File: src/rtl/multi_cycle_counter_pkg.sv
// Shared types and helpers for the multi-channel start/stop cycle counter.
// Channel state encoding, result layout and the round-robin search used by the arbiter.
package multi_cycle_counter_pkg;

   localparam int MAX_CH    = 16;
   localparam int MAX_CNT_W = 64;

   typedef enum logic {
      IDLE     = 1'b0,
      COUNTING = 1'b1
   } ch_state_t;

   // Widest result layout; narrower builds use the low CNT_W bits of count.
   typedef struct packed {
      logic [MAX_CNT_W-1:0] count;
      logic                 sat;
   } result_t;

   function automatic result_t make_result(input logic [MAX_CNT_W-1:0] count,
                                           input logic sat, input int width);
      result_t r;
      r.count = (width >= MAX_CNT_W) ? count : (count & ((64'd1 << width) - 64'd1));
      r.sat   = sat;
      return r;
   endfunction

   // Returns {found, index} of the first set request at or after ptr, wrapping at n.
   function automatic logic [4:0] rr_pick(input logic [MAX_CH-1:0] req,
                                          input logic [3:0] ptr, input int n);
      logic [4:0] r;
      int         j;
      r = '0;
      for (int i = 0; i < MAX_CH; i++) begin
         j = int'(ptr) + i;
         if (j >= n) j = j - n;
         if (i < n && !r[4] && req[j[3:0]]) r = {1'b1, j[3:0]};
      end
      return r;
   endfunction

endpackage

File: src/rtl/multi_cycle_counter_ch.sv
// One measurement channel: edge detect, FSM, saturating counter and one-deep result slot.
// Defining CYCLE_CNT_SYNC_EN adds a 2-flop synchronizer on start and stop.
module multi_cycle_counter_ch
   import multi_cycle_counter_pkg::*;
#(
   parameter int CNT_W            = 32,
   parameter int RESTART_ON_START = 0
) (
   input  logic             clk,
   input  logic             reset,
   input  logic             clear,
   input  logic             start,
   input  logic             stop,
   input  logic             pop,
   output logic             busy,
   output logic             slot_full,
   output logic [CNT_W-1:0] slot_count,
   output logic             slot_sat,
   output logic             drop
);

   logic start_s, stop_s;

`ifdef CYCLE_CNT_SYNC_EN
   logic [1:0] sync_start_q, sync_start_d, sync_stop_q, sync_stop_d;
   assign sync_start_d = clear ? 2'b00 : {sync_start_q[0], start};
   assign sync_stop_d  = clear ? 2'b00 : {sync_stop_q[0], stop};
   always_ff @(posedge clk or posedge reset) begin
      if (reset) begin
         sync_start_q <= 2'b00;
         sync_stop_q  <= 2'b00;
      end else begin
         sync_start_q <= sync_start_d;
         sync_stop_q  <= sync_stop_d;
      end
   end
   assign start_s = sync_start_q[1];
   assign stop_s  = sync_stop_q[1];
`else
   assign start_s = start;
   assign stop_s  = stop;
`endif

   ch_state_t        state_q, state_d;
   logic [CNT_W-1:0] cnt_q, cnt_d, cnt_inc, slot_count_q, slot_count_d;
   logic             sat_q, sat_d, inc_sat, slot_full_q, slot_full_d, slot_sat_q, slot_sat_d;
   logic             start_prev_q, start_prev_d, stop_prev_q, stop_prev_d;
   logic             start_edge, stop_edge, capture;

   assign start_edge = start_s & ~start_prev_q;
   assign stop_edge  = stop_s & ~stop_prev_q;
   // Captured value is the count including the stop cycle itself.
   assign cnt_inc    = (cnt_q == '1) ? cnt_q : cnt_q + CNT_W'(1);
   assign inc_sat    = (cnt_inc == '1);

   always_comb begin
      state_d      = state_q;
      cnt_d        = cnt_q;
      sat_d        = sat_q;
      slot_full_d  = slot_full_q;
      slot_count_d = slot_count_q;
      slot_sat_d   = slot_sat_q;
      start_prev_d = start_s;
      stop_prev_d  = stop_s;
      capture      = 1'b0;
      drop         = 1'b0;
      case (state_q)
         IDLE: begin
            if (start_edge) begin
               state_d = COUNTING;
               cnt_d   = '0;
               sat_d   = 1'b0;
            end
         end
         COUNTING: begin
            if (stop_edge) begin
               state_d = IDLE;
               capture = 1'b1;
            end else if (start_edge && RESTART_ON_START != 0) begin
               cnt_d = '0;
               sat_d = 1'b0;
            end else begin
               cnt_d = cnt_inc;
               sat_d = sat_q | inc_sat;
            end
         end
         default: state_d = IDLE;
      endcase
      if (capture) begin
         if (!slot_full_q || pop) begin
            slot_full_d  = 1'b1;
            slot_count_d = cnt_inc;
            slot_sat_d   = sat_q | inc_sat;
         end else begin
            drop = 1'b1;
         end
      end else if (pop) begin
         slot_full_d = 1'b0;
      end
      if (clear) begin
         state_d      = IDLE;
         cnt_d        = '0;
         sat_d        = 1'b0;
         slot_full_d  = 1'b0;
         slot_count_d = '0;
         slot_sat_d   = 1'b0;
         start_prev_d = 1'b0;
         stop_prev_d  = 1'b0;
         drop         = 1'b0;
      end
   end

   always_ff @(posedge clk or posedge reset) begin
      if (reset) begin
         state_q      <= IDLE;
         cnt_q        <= '0;
         sat_q        <= 1'b0;
         slot_full_q  <= 1'b0;
         slot_count_q <= '0;
         slot_sat_q   <= 1'b0;
         start_prev_q <= 1'b0;
         stop_prev_q  <= 1'b0;
      end else begin
         state_q      <= state_d;
         cnt_q        <= cnt_d;
         sat_q        <= sat_d;
         slot_full_q  <= slot_full_d;
         slot_count_q <= slot_count_d;
         slot_sat_q   <= slot_sat_d;
         start_prev_q <= start_prev_d;
         stop_prev_q  <= stop_prev_d;
      end
   end

   assign busy       = (state_q == COUNTING);
   assign slot_full  = slot_full_q;
   assign slot_count = slot_count_q;
   assign slot_sat   = slot_sat_q;

endmodule

File: src/rtl/multi_cycle_counter.sv
// Multi-channel start/stop cycle counter with a shared round-robin valid/ready result port.
// Optional CYCLE_CNT_SYNC_EN (in the channel) synchronizes start/stop before edge detection.
module multi_cycle_counter
   import multi_cycle_counter_pkg::*;
#(
   parameter int NUM_CH           = 4,
   parameter int CNT_W            = 32,
   parameter int RESTART_ON_START = 0,
   localparam int CH_W            = (NUM_CH > 1) ? $clog2(NUM_CH) : 1
) (
   input  logic              clk,
   input  logic              reset,
   input  logic [NUM_CH-1:0] start,
   input  logic [NUM_CH-1:0] stop,
   input  logic              clear,
   output logic [NUM_CH-1:0] busy,
   output logic              res_valid,
   input  logic              res_ready,
   output logic [CH_W-1:0]   res_ch,
   output logic [CNT_W-1:0]  res_count,
   output logic              res_sat,
   output logic [NUM_CH-1:0] ovf
);

   logic [NUM_CH-1:0] slot_full, slot_sat, drop, pop;
   logic [CNT_W-1:0]  slot_count [NUM_CH];

   for (genvar g = 0; g < NUM_CH; g++) begin : g_ch
      multi_cycle_counter_ch #(
         .CNT_W            (CNT_W),
         .RESTART_ON_START (RESTART_ON_START)
      ) u_ch (
         .clk        (clk),
         .reset      (reset),
         .clear      (clear),
         .start      (start[g]),
         .stop       (stop[g]),
         .pop        (pop[g]),
         .busy       (busy[g]),
         .slot_full  (slot_full[g]),
         .slot_count (slot_count[g]),
         .slot_sat   (slot_sat[g]),
         .drop       (drop[g])
      );
   end

   logic              res_valid_q, res_valid_d, res_sat_q, res_sat_d;
   logic [CH_W-1:0]   res_ch_q, res_ch_d, ptr_q, ptr_d;
   logic [CNT_W-1:0]  res_count_q, res_count_d;
   logic [NUM_CH-1:0] ovf_q, ovf_d;
   logic [MAX_CH-1:0] req;
   logic [4:0]        pick;
   logic [3:0]        grant_idx;
   logic              grant_vld, load;

   // Valid/ready: a result transfers on a cycle where res_valid and res_ready are both high;
   // the output register only reloads when empty or on such a transfer.
   always_comb begin
      req = '0;
      for (int i = 0; i < NUM_CH; i++) req[i] = slot_full[i];
      pick      = rr_pick(req, 4'(ptr_q), NUM_CH);
      grant_vld = pick[4];
      grant_idx = pick[3:0];
      load      = !res_valid_q || res_ready;
      for (int i = 0; i < NUM_CH; i++) pop[i] = load && grant_vld && (grant_idx == 4'(i));

      res_valid_d = res_valid_q;
      res_ch_d    = res_ch_q;
      res_count_d = res_count_q;
      res_sat_d   = res_sat_q;
      ptr_d       = ptr_q;
      ovf_d       = ovf_q | drop;
      if (load) begin
         res_valid_d = grant_vld;
         if (grant_vld) begin
            res_ch_d    = CH_W'(grant_idx);
            res_count_d = slot_count[grant_idx[CH_W-1:0]];
            res_sat_d   = slot_sat[grant_idx[CH_W-1:0]];
            ptr_d       = (grant_idx == 4'(NUM_CH - 1)) ? '0 : CH_W'(grant_idx + 4'd1);
         end
      end
      if (clear) begin
         res_valid_d = 1'b0;
         res_ch_d    = '0;
         res_count_d = '0;
         res_sat_d   = 1'b0;
         ptr_d       = '0;
         ovf_d       = '0;
      end
   end

   always_ff @(posedge clk or posedge reset) begin
      if (reset) begin
         res_valid_q <= 1'b0;
         res_ch_q    <= '0;
         res_count_q <= '0;
         res_sat_q   <= 1'b0;
         ptr_q       <= '0;
         ovf_q       <= '0;
      end else begin
         res_valid_q <= res_valid_d;
         res_ch_q    <= res_ch_d;
         res_count_q <= res_count_d;
         res_sat_q   <= res_sat_d;
         ptr_q       <= ptr_d;
         ovf_q       <= ovf_d;
      end
   end

   assign res_valid = res_valid_q;
   assign res_ch    = res_ch_q;
   assign res_count = res_count_q;
   assign res_sat   = res_sat_q;
   assign ovf       = ovf_q;

endmodule

File: config.mk
export PLATFORM = sky130hd
export DESIGN_NAME = multi_cycle_counter
export DESIGN_NICKNAME = d
export VERILOG_FILES = /design/src/rtl/multi_cycle_counter_pkg.sv /design/src/rtl/multi_cycle_counter_ch.sv /design/src/rtl/multi_cycle_counter.sv
export SDC_FILE = /design/constraint.sdc
export NUM_CORES = 1
export LEC_CHECK = 0
export CORE_MARGIN = 1
export CORE_UTILIZATION = 53
export DETAILED_ROUTE_END_ITERATION = 16
export PLACE_DENSITY = 0.7
export SLEW_MARGIN = 0
export SYNTH_ARGS = -nofsm -noshare
export SYNTH_HDL_FRONTEND = slang
export SYNTH_SLANG_ARGS = --single-unit
export TNS_END_PERCENT = 30
File: constraint.sdc
create_clock -name clk -period 12.5 [get_ports clk]
set_clock_uncertainty 0.05 [all_clocks]
set_input_delay 1.25 -clock clk [delete_from_list [all_inputs] [get_ports clk]]
set_output_delay 1.25 -clock clk [all_outputs]
set_load 0.02 [all_outputs]
==> reports/results.ini <==
[power]
power_density_nw_per_um2=141
power.leakage_uw=0.00769
ir_worst_vdd_mv=0.108

[final_layout]
nets=2119
multi_input_area_um2=9320
register_area_um2=8060
diodes=0
post_route_cells_drive_above_1_share_pct=5.36
syn2layout_area_growth_pct=10.4
fin_area_um2=20000
fill_cells=2992

[cts]
cts-root-buf=clkbuf_16
clkSinkCount=322
cts_resized=0
path_clk_slew_ps=60
tritoncts=built
cts_hold_buf=0
htreeDepth=2
cts_setup_buffers=0
clock_latency_ps=550
cts_max_path_buffers=3
cts_buffers=37

[logic_synthesis]
yosysTopAreaCellShare_pct=44.5
synth.distinct_cells=70
synth_top_cell_by_area=dfrtp_1
synthMostInstantiatedCell=nand2_1
synth_area_um2=18100
synth_seq_area_share_pct=44.5
synth_commonest_cells=nand2_1 (335), dfrtp_1 (322), nor2_1 (287), o21ai_0 (148), clkbuf_1 (145)
postSynthAreaPerCell_um2=8.40
synth.area.top_cells=dfrtp_1 (45%), nand2_1 (6.9%), nor2_1 (6.0%), o21ai_0 (4.1%), a211oi_1 (3.9%)
synthCells=2155
async_reset_ff_share_pct=100
synth_ff_type=dfrtp_1
synth_edf_count=0
syn_nets=2175
yosysWarnings=0
ys_ff_latch=322

[floorplan]
core_um2=33500
boundaryPins=56
fp-row-count=67
dieArea_um2=34900
start_util_pct=54.0
die_width_um=187
dieHeight_um=187

[routing]
postRouteAntennaNets=0
viasPerCell=6.31
drc_errors=0
dr.pass1.iters=6
vias=16300
initialDrtViolationCount=1730
wl_per_cell_um=21.4
routed_wl_um=55100

[min_path]
hp-class=flip-flop to flip-flop
hp-start=ovf[3]$_DFF_PP0_

[placed_design]
hpwl_um=38900
pre_cts_slack_ps=7190
placed_area_um2=18800
gp_congestion=0.959
io_buffers=55

[setup_path]
cp_slowest_cell=a21oi_4
cpMostUsedCell=ha_1
critPathCaptureType=flip-flop
cp_cell_sequence=inv_1 > ha_1 > mux4_2 > and3b_1 > o211a_1 > inv_2 > ha_1 > nand3_1 > a21oi_4 > o21ai_0 > a21oi_1
start_kind=flip-flop
path_delay_family=compound AO/OA/AOI/OAI gates
path_max_fanout=50
worstSetupStartpoint=ptr_q[0]$_DFFE_PP0P_
reg2reg_from=ptr_q[0]$_DFFE_PP0P_
path_class=flip-flop to flip-flop
path_buf_inv=2
crit_required_ps=12900
critical_path.max_stage_delay_ps=950
cp.arrival_ps=5860

[run_status]
status=finished clean

[global_routing]
grtUsageMet1_pct=48.0
grt_usage_pct=31.6
grt_max_degree=97
gr-usage-met3_pct=4.42
grt_pass1_vias=15100
grt_busiest_layer=met1
antenna_found_initial=1
use_met2_pct=47.3
grt_pass1_wl_um=87900
gr-total-overflow=0

[sta]
min_period_ps=5450
rsz0062_at_grt=false
period_share_pct=43.6
maxSlewViolCount=0
timing.final.ws_setup_ps=7050
fin_setup_tns_ps=0
whs_ps=456
worstMarginPinSlew_ps=1170
finalSetupViolations=0
hold_viol=0
maxSlewHeadroom_pct=22.1
max_freq_mhz=183

[job]
drv_cap=0

## report_power, final
part           internal [uW]  switching [uW]  total [uW]
logic                    191             381         571
registers               1090            51.4        1140
clock network            666             444        1110
total                   1950             876        2830
## area by class of cell
| cell class | instances | area share [%] |
|---|---|---|
| tap | 448 | 2.81 |
| clock inverter | 17 | 1.15 |
| timing repair buffer | 79 | 3.66 |
| multi-input combinational | 1637 | 46.6 |
| sequential | 322 | 40.3 |
| inverter | 22 | 0.451 |
| clock buffer | 50 | 4.98 |
## worst reg2reg max path, delay by kind of cell, from the launching register on
kind                     cells  cell delay [ps]
flip-flops                   1              680
AO/OA/AOI/OAI                4             2050
adder cells (fa/ha/maj)      2              770
multiplexers                 1              560
buffers and inverters        2              930
AND/OR/NAND/NOR              2              340
## cells by family after synthesis
group	count (synthesis)	synth area share, %
buffers and inverters	196	4.27
adders and majority gates	8	0.553
xor gates and xnor gates	104	5.03
DFF	322	44.5
and+or+nand+nor	981	25.3
AOI/OAI and AO/OA	521	18.7
muxes	23	1.58
## layout by cell type, fill, tap and decap left out, types with 6 or more instances in the layout
master,instances
a21o_1,11
o21ai_0,148
nor3b_1,10
a22o_1,12
or3_1,14
or4_1,9
inv_1,19
nor2b_1,13
xnor2_1,65
nand4_1,50
nor4_1,17
clkbuf_16,37
dfrtp_1,322
nand2_1,334
clkdlybuf4s50_1,54
o31ai_1,35
a211oi_1,95
or2_2,6
o211ai_1,9
a311oi_1,41
buf_4,24
and2_1,11
nand3_1,66
clkbuf_1,11
a31oi_1,24
and4_1,15
nand2b_1,12
a21oi_1,99
clkinv_2,6
nor3_1,48
ha_1,8
mux2i_1,15
and3_1,59
xor2_1,39
nor2_1,285
o31a_1,7
## metrics by stage
step                std cells  utilization (%)  power (uW)
floorplan                2155                -        1540
global placement         2508             55.9        1710
detailed placement       2508             55.9        1720
CTS                      2575             59.6        2830
global route             2575             59.6        2940
finish                   2575             59.6        2830
## routing by layer
layer  vias to the layer above  wire, um
met4                         2      1360
met5                         -         8
met1                      7979     25700
li1                       7591         -
met2                       606     24300
met3                        82      3670
## path summary, 6_finish.rpt
kind | slack, ps | endpoint | depth (start not counted)
min in group asynchronous | 1170 | g_ch[1].u_ch.cnt_q[5]$_DFFE_PP0P_ | 2
hold reg to reg | 460 | ovf[3]$_DFF_PP0_ | 2
setup reg to reg | 7050 | g_ch[2].u_ch.slot_count[15]$_DFFE_PP0P_ | 11
hold / removal | 460 | ovf[3]$_DFF_PP0_ | 2
setup / recovery | 7050 | g_ch[2].u_ch.slot_count[15]$_DFFE_PP0P_ | 11
max in group asynchronous | 8920 | g_ch[3].u_ch.cnt_q[19]$_DFFE_PP0P_ | 4
(Power assumes the default switching activity.)
